File: config.mk
export PLATFORM = sky130hd
export DESIGN_NAME = alu_seq
export DESIGN_NICKNAME = d
export VERILOG_FILES = /design/src/rtl/alu_seq_pkg.sv /design/src/rtl/alu_seq_comb.sv /design/src/rtl/alu_seq.sv
export SDC_FILE = /design/constraint.sdc
export NUM_CORES = 1
export LEC_CHECK = 0
export ABC_AREA = 0
export BUFFER_PORTS_ARGS = -buffer_cell sky130_fd_sc_hd__buf_4
export CAP_MARGIN = 0
export CORE_ASPECT_RATIO = 1.1
export CORE_MARGIN = 4
export CORE_UTILIZATION = 45
export DETAILED_ROUTE_END_ITERATION = 10
export PLACE_DENSITY_LB_ADDON = 0.15
export SLEW_MARGIN = 30
export SYNTH_ARGS = -nofsm -noshare
export SYNTH_HDL_FRONTEND = slang
export SYNTH_HIERARCHICAL = 1
export SYNTH_SLANG_ARGS = --single-unit
File: constraint.sdc
create_clock -name clk -period 2.69 [get_ports clk]
set_input_delay 0.269 -clock clk [delete_from_list [all_inputs] [get_ports clk]]
set_output_delay 0.269 -clock clk [all_outputs]
set_load 0.1 [all_outputs]
File: src/rtl/alu_seq_pkg.sv
// Shared opcode and state definitions for the sequential ALU.
// Pure declarations; no logic, no latency.
// Imported by the ALU top level and its combinational datapath.
package alu_seq_pkg;

  localparam logic [2:0] OP_ADD = 3'b000;
  localparam logic [2:0] OP_SUB = 3'b001;
  localparam logic [2:0] OP_AND = 3'b010;
  localparam logic [2:0] OP_OR  = 3'b011;
  localparam logic [2:0] OP_MUL = 3'b100;
  localparam logic [2:0] OP_SHL = 3'b101;
  localparam logic [2:0] OP_SHR = 3'b110;
  localparam logic [2:0] OP_CMP = 3'b111;

  typedef enum logic [1:0] {
    ST_IDLE = 2'd0,
    ST_EXEC = 2'd1,
    ST_MUL  = 2'd2
  } state_t;

endpackage

File: src/rtl/alu_seq_comb.sv
// Single-cycle datapath for every opcode except MUL: result plus carry/overflow.
// Latency: purely combinational, zero cycles.
// Backpressure: none; the caller decides when the outputs are captured.
module alu_seq_comb
  import alu_seq_pkg::*;
#(
  parameter int WIDTH = 8,
  parameter int SHW   = $clog2(WIDTH)
) (
  input  logic [2:0]       op_i,
  input  logic [WIDTH-1:0] a_i,
  input  logic [WIDTH-1:0] b_i,
  output logic [WIDTH-1:0] res_o,
  output logic             cf_o,
  output logic             of_o
);

  logic [SHW-1:0] sh_n;
  logic [WIDTH:0] sum_w;
  logic [WIDTH:0] diff_w;
  logic [WIDTH:0] shl_w;
  logic [WIDTH:0] shr_w;
  logic           add_ovf;
  logic           sub_ovf;

  assign sh_n   = b_i[SHW-1:0];
  // Extra top bit of sum/diff is the carry / borrow.
  assign sum_w  = {1'b0, a_i} + {1'b0, b_i};
  assign diff_w = {1'b0, a_i} - {1'b0, b_i};
  // A guard bit beside the operand catches the last bit shifted out;
  // with n=0 the guard stays 0, which is the required CF.
  assign shl_w  = {1'b0, a_i} << sh_n;
  assign shr_w  = {a_i, 1'b0} >> sh_n;

  // Signed overflow: same-sign operands flipping sign (add), or
  // different-sign operands whose result takes B's sign (sub).
  assign add_ovf = (a_i[WIDTH-1] ~^ b_i[WIDTH-1]) & (sum_w[WIDTH-1]  ^ a_i[WIDTH-1]);
  assign sub_ovf = (a_i[WIDTH-1] ^  b_i[WIDTH-1]) & (diff_w[WIDTH-1] ^ a_i[WIDTH-1]);

  // Opcode select of result and carry/overflow flags.
  always_comb begin
    res_o = '0;
    cf_o  = 1'b0;
    of_o  = 1'b0;
    unique case (op_i)
      OP_ADD: begin
        res_o = sum_w[WIDTH-1:0];
        cf_o  = sum_w[WIDTH];
        of_o  = add_ovf;
      end
      OP_SUB, OP_CMP: begin
        res_o = diff_w[WIDTH-1:0];
        cf_o  = diff_w[WIDTH];
        of_o  = sub_ovf;
      end
      OP_AND: res_o = a_i & b_i;
      OP_OR:  res_o = a_i | b_i;
      OP_SHL: begin
        res_o = shl_w[WIDTH-1:0];
        cf_o  = shl_w[WIDTH];
      end
      OP_SHR: begin
        res_o = shr_w[WIDTH:1];
        cf_o  = shr_w[0];
      end
      default: ;  // MUL is handled by the iterator in the top level
    endcase
  end

endmodule

File: src/rtl/alu_seq.sv
// Sequential ALU: latches operands on start, executes, registers result and flags.
// Latency: 2 cycles start->done for single-cycle ops, WIDTH+1 cycles for MUL.
// Backpressure: start is ignored while busy; a new op may start on the done cycle.
module alu_seq
  import alu_seq_pkg::*;
#(
  parameter int WIDTH = 8,
  parameter int SHW   = $clog2(WIDTH)
) (
  input  logic             clk,
  input  logic             reset,
  input  logic             start,
  input  logic [2:0]       ctl,
  input  logic [WIDTH-1:0] in1,
  input  logic [WIDTH-1:0] in2,
  output logic             busy,
  output logic             done,
  output logic [WIDTH-1:0] out,
  output logic             ZF,
  output logic             CF,
  output logic             SF,
  output logic             OF
);

  localparam int CNTW = $clog2(WIDTH + 1);

  state_t state_q, state_d;

  logic [2:0]         op_q;
  logic [WIDTH-1:0]   a_q, b_q;

  logic [2*WIDTH-1:0] prod_q, prod_d;
  logic [2*WIDTH-1:0] mcand_q, mcand_d;
  logic [WIDTH-1:0]   mplier_q, mplier_d;
  logic [CNTW-1:0]    cnt_q, cnt_d;

  logic [WIDTH-1:0]   out_q, out_d;
  logic               zf_q, zf_d, cf_q, cf_d, sf_q, sf_d, of_q, of_d;
  logic               done_q, done_d;

  logic [WIDTH-1:0]   alu_res;
  logic               alu_cf, alu_of;
  logic               accept;
  logic               mul_last;

  assign accept   = (state_q == ST_IDLE) && start;
  assign mul_last = (state_q == ST_MUL) && (cnt_q == CNTW'(WIDTH - 1));

  alu_seq_comb #(
    .WIDTH (WIDTH),
    .SHW   (SHW)
  ) u_comb (
    .op_i  (op_q),
    .a_i   (a_q),
    .b_i   (b_q),
    .res_o (alu_res),
    .cf_o  (alu_cf),
    .of_o  (alu_of)
  );

  // State register.
  always_ff @(posedge clk or posedge reset) begin
    if (reset) state_q <= ST_IDLE;
    else       state_q <= state_d;
  end

  // Next-state: single EXEC cycle, or WIDTH MUL iterations with no early exit.
  always_comb begin
    state_d = state_q;
    unique case (state_q)
      ST_IDLE: if (start) state_d = (ctl == OP_MUL) ? ST_MUL : ST_EXEC;
      ST_EXEC: state_d = ST_IDLE;
      ST_MUL:  if (mul_last) state_d = ST_IDLE;
      default: state_d = ST_IDLE;
    endcase
  end

  // Shift-add iterator: one multiplier bit per MUL cycle.
  always_comb begin
    prod_d   = prod_q;
    mcand_d  = mcand_q;
    mplier_d = mplier_q;
    cnt_d    = cnt_q;
    if (accept && (ctl == OP_MUL)) begin
      prod_d   = '0;
      mcand_d  = {{WIDTH{1'b0}}, in1};
      mplier_d = in2;
      cnt_d    = '0;
    end else if (state_q == ST_MUL) begin
      if (mplier_q[0]) prod_d = prod_q + mcand_q;
      mcand_d  = mcand_q << 1;
      mplier_d = mplier_q >> 1;
      cnt_d    = cnt_q + CNTW'(1);
    end
  end

  // Result/flag update: only when an op retires; CMP leaves out untouched.
  always_comb begin
    out_d  = out_q;
    zf_d   = zf_q;
    cf_d   = cf_q;
    sf_d   = sf_q;
    of_d   = of_q;
    done_d = 1'b0;
    if (state_q == ST_EXEC) begin
      done_d = 1'b1;
      if (op_q != OP_CMP) out_d = alu_res;
      zf_d = (alu_res == '0);
      sf_d = alu_res[WIDTH-1];
      cf_d = alu_cf;
      of_d = alu_of;
    end else if (mul_last) begin
      // prod_d already includes the final iteration's partial product.
      done_d = 1'b1;
      out_d  = prod_d[WIDTH-1:0];
      zf_d   = (prod_d[WIDTH-1:0] == '0);
      sf_d   = prod_d[WIDTH-1];
      cf_d   = |prod_d[2*WIDTH-1:WIDTH];
      of_d   = |prod_d[2*WIDTH-1:WIDTH];
    end
  end

  // Operand capture on an accepted start; held for the whole operation.
  always_ff @(posedge clk or posedge reset) begin
    if (reset) begin
      op_q <= OP_ADD;
      a_q  <= '0;
      b_q  <= '0;
    end else if (accept) begin
      op_q <= ctl;
      a_q  <= in1;
      b_q  <= in2;
    end
  end

  // Multiply working registers.
  always_ff @(posedge clk or posedge reset) begin
    if (reset) begin
      prod_q   <= '0;
      mcand_q  <= '0;
      mplier_q <= '0;
      cnt_q    <= '0;
    end else begin
      prod_q   <= prod_d;
      mcand_q  <= mcand_d;
      mplier_q <= mplier_d;
      cnt_q    <= cnt_d;
    end
  end

  // Registered result, flags and done pulse.
  always_ff @(posedge clk or posedge reset) begin
    if (reset) begin
      out_q  <= '0;
      zf_q   <= 1'b0;
      cf_q   <= 1'b0;
      sf_q   <= 1'b0;
      of_q   <= 1'b0;
      done_q <= 1'b0;
    end else begin
      out_q  <= out_d;
      zf_q   <= zf_d;
      cf_q   <= cf_d;
      sf_q   <= sf_d;
      of_q   <= of_d;
      done_q <= done_d;
    end
  end

  assign busy = (state_q != ST_IDLE);
  assign done = done_q;
  assign out  = out_q;
  assign ZF   = zf_q;
  assign CF   = cf_q;
  assign SF   = sf_q;
  assign OF   = of_q;

endmodule
==> flow_metrics.tcl <==
set metrics [dict create \
    crit_chain "ha_2 > inv_2 > fa_2 > nand2b_4 > a21oi_4 > o2111ai_2 > a21boi_1 > o31ai_2 > a2111oi_2 > a31oi_2 > a221o_1" \
    place.detailed.instances 932 \
    cts_root_buf "clkbuf_16" \
    dr.pass1.iters 5 \
    status "finished clean" \
    max_freq_mhz 374 \
    top_level_ports 36 \
    synth_area_per_cell_um2 8.76 \
    setup_violations 0 \
    timing.final.hold_violations 0 \
    worstPathRequired_ns 2.92 \
    postRouteWirelength_um 18200 \
    die_w_um 117 \
    cts_buffers 9 \
    viasPerCell 5.96 \
    fp-row-count 43 \
    worst_pin_slew_ns 0.743 \
    number_of_global_route_vias_before_repair 5573 \
    max_slew_headroom_pct 50.4 \
    synth_nets 738 \
    synth_top_cell_by_area "dfrtp_1" \
    drv_slew 0 \
    antenna_cells_inserted 0 \
    setup.worst_path.end_class "flip-flop" \
    drt_first_iter_violations 542 \
    worst_setup_hold_path_clk_slew_ns 0.06 \
    h-tree-depth 3 \
    start_util_pct 46.3 \
    setup_ws_ns 0.0194 \
    total_leakage_power_nw 3.45 \
    post-route-min-period_ns 2.67 \
    synthMostInstantiatedCell "nand2_1" \
    p_int_mw 5.33 \
    netlist_top_cells_area "dfrtp_1, ha_1, nand2_1" \
    setup.worst_path.class "reg -> reg" \
    clock_power_share_pct 11.2 \
    netlist.area_leader.share_pct 33.2 \
    placeableCoreArea_um2 12700 \
    max_stage_delay_ns 0.36 \
    grt_pass1_wl_um 28900 \
    remaining_routing_drc_violations 0 \
    fp.dieH_um 128 \
    place_ws_ns -0.168 \
    grt_setup_unrepaired "true" \
    timing.max_cap.violations 0 \
    timing.critical_path.fanout_max 5 \
    synth_warnings 6 \
    share_comb_of_total_power_pct 67.1 \
    power_density_over_the_cells_nw_per_um2 1340 \
    globalRoute.totalOverflow 0 \
    grt_usage_pct 24.9 \
    timing.final.crit_share_pct 99.3 \
    switchingPower_mw 4.77 \
    routed_wire_length_per_instance_um 19.0 \
    critPathArrivalTime_ns 2.90 \
    setup_total_negative_slack_ns 0 \
    flow.area_growth_from_synthesis_pct 27.8 \
    synth-seq-area-share_pct 33.2 \
    synth-async-reset-ratio_pct 100 \
    vdd_ir_drop_max_mv 0.568 \
    clk-insertion-delay-late_ns 0.35 \
    worst_hold_path_type "in -> async" \
    synth_ff_type "dfrtp_1" \
    clock-sinks 78 \
    die_area_um2 15000 \
    post_synth_instance_area_um2 5880 \
    via_count 5677 \
    cts_tree "yes" \
    post_synth_most_frequent_cells "nand2_1, dfrtp_1, nor2_1, ha_1, a21oi_1" \
    share_of_layout_cells_above_drive_strength_1_pct 30.8 \
    cts_max_path_buffers 2 \
    final_antenna_violating_net_count 0 \
    finalNetCount 859 \
    synth_edf_count 0 \
    place.port_buffers 35 \
    syn-instance-count 671 \
    hpwlAfterDp_um 14100 \
    seqPwrFrac_pct 21.7 \
    largest_net_degree_at_the_start_of_global_routing 41 \
    worst_path_max_delay_cell "dfrtp_1" \
    power_switching_share_pct 47.2 \
    final-instance-count-excl-fill 953 \
    number_of_antenna_violations_at_the_first_check_in_global_routing 0 \
    crit_path_start_kind "flip-flop" \
    post_synth_num_cell_types 75 \
    fin_skew_ns 0.00757 \
    ffs_latches_synth 78 \
    gp_routability_congestion 0.989 \
]
## sequential cells by signal, summed over array words and instances, names as in the netlist, 2 cells and up
signal / cells
op_q: 3
a_q: 8
cnt_q: 4
prod_q: 16
mcand_q: 16
state_q: 2
b_q: 8
out: 8
mplier_q: 8
## stage by stage
stage | hold WS, ns | power, mW | util [%] | instance area, um^2
floorplan | 0.374 | 6.05 | - | 5880
global placement | 0.415 | 8.36 | 55.0 | 6980
detailed placement | 0.425 | 8.47 | 55.0 | 6990
CTS | 0.0534 | 9.75 | 57.7 | 7330
global route | 0.0856 | 10.8 | 59.1 | 7510
finish | 0.0297 | 10.1 | 59.1 | 7510
## critical path: cells and delay by family (launching register included)
| family | cells | cell delay, ns |
|---|---|---|
| DFF | 1 | 0.36 |
| AOI/OAI and AO/OA | 7 | 1.46 |
| and+or+nand+nor | 1 | 0.16 |
| adders and majority gates | 2 | 0.52 |
| buffers and inverters | 1 | 0.04 |
## cell type report
cell class	count	area, um^2
multi-input combinational	518	3820
fill	1111	5190
timing repair buffer	150	1140
tap	157	196
sequential	78	1960
clock inverter	5	36.3
inverter	35	133
clock buffer	10	229
## routing by layer
layer	up-vias	wire length, um	global-route usage, %
met5	-	0	0
met4	0	423	8.23
met3	29	1060	4.30
met2	179	8340	38.3
met1	2796	8330	35.6
li1	2673	-	-
## cell families after synthesis
kind of cell / synth area share [%]
AOI/OAI and AO/OA: 21.0
xor gates and xnor gates: 0.894
adders and majority gates: 9.97
buffers and inverters: 5.58
DFF: 33.2
muxes: 9.86
and+or+nand+nor: 19.5
## final timing paths
| path | startpoint | end | slack (ns) | cells past startpoint |
|---|---|---|---|---|
| max in group asynchronous | reset | out[0] | 1.98 | 3 |
| min in group clk | in1[1] | mcand_q[1] | 0.16 | 3 |
| max | mcand_q[0] | OF | 0.02 | 11 |
| min reg2reg | out[7] | out[7] | 0.48 | 2 |
| max reg2reg | mcand_q[0] | OF | 0.02 | 11 |
| min | reset | mcand_q[12] | 0.03 | 2 |
## timing repair
item / in CTS / in global routing
gates resized for setup: 13 / 30
setup endpoints to repair: 3 / 7
pin swaps: 8 / 11
setup buffers: 1 / 6
hold buffers: 0 / 0
## cell usage in the layout (no fill, tap or decap), types with 15 or more instances in the layout
| master | n |
|---|---|
| buf_4 | 148 |
| nand2_1 | 87 |
| dfrtp_1 | 75 |
| nor2_1 | 57 |
| a21oi_1 | 35 |
| ha_1 | 32 |
| inv_1 | 31 |
| o21ai_0 | 27 |
| mux2i_1 | 22 |
| mux2_2 | 21 |
| nand3_1 | 19 |
| a31oi_1 | 15 |
## power by group through the flow
stage	Combinational (mW)	Sequential [mW]	Clock (mW)
final	6.78	2.19	1.13
after global routing	7.36	2.25	1.20
after CTS	6.45	2.15	1.15
after detailed placement	6.32	2.15	0
after global placement	6.23	2.12	0
after floorplan	3.43	2.62	0
Power figures use the tool's default switching activity.
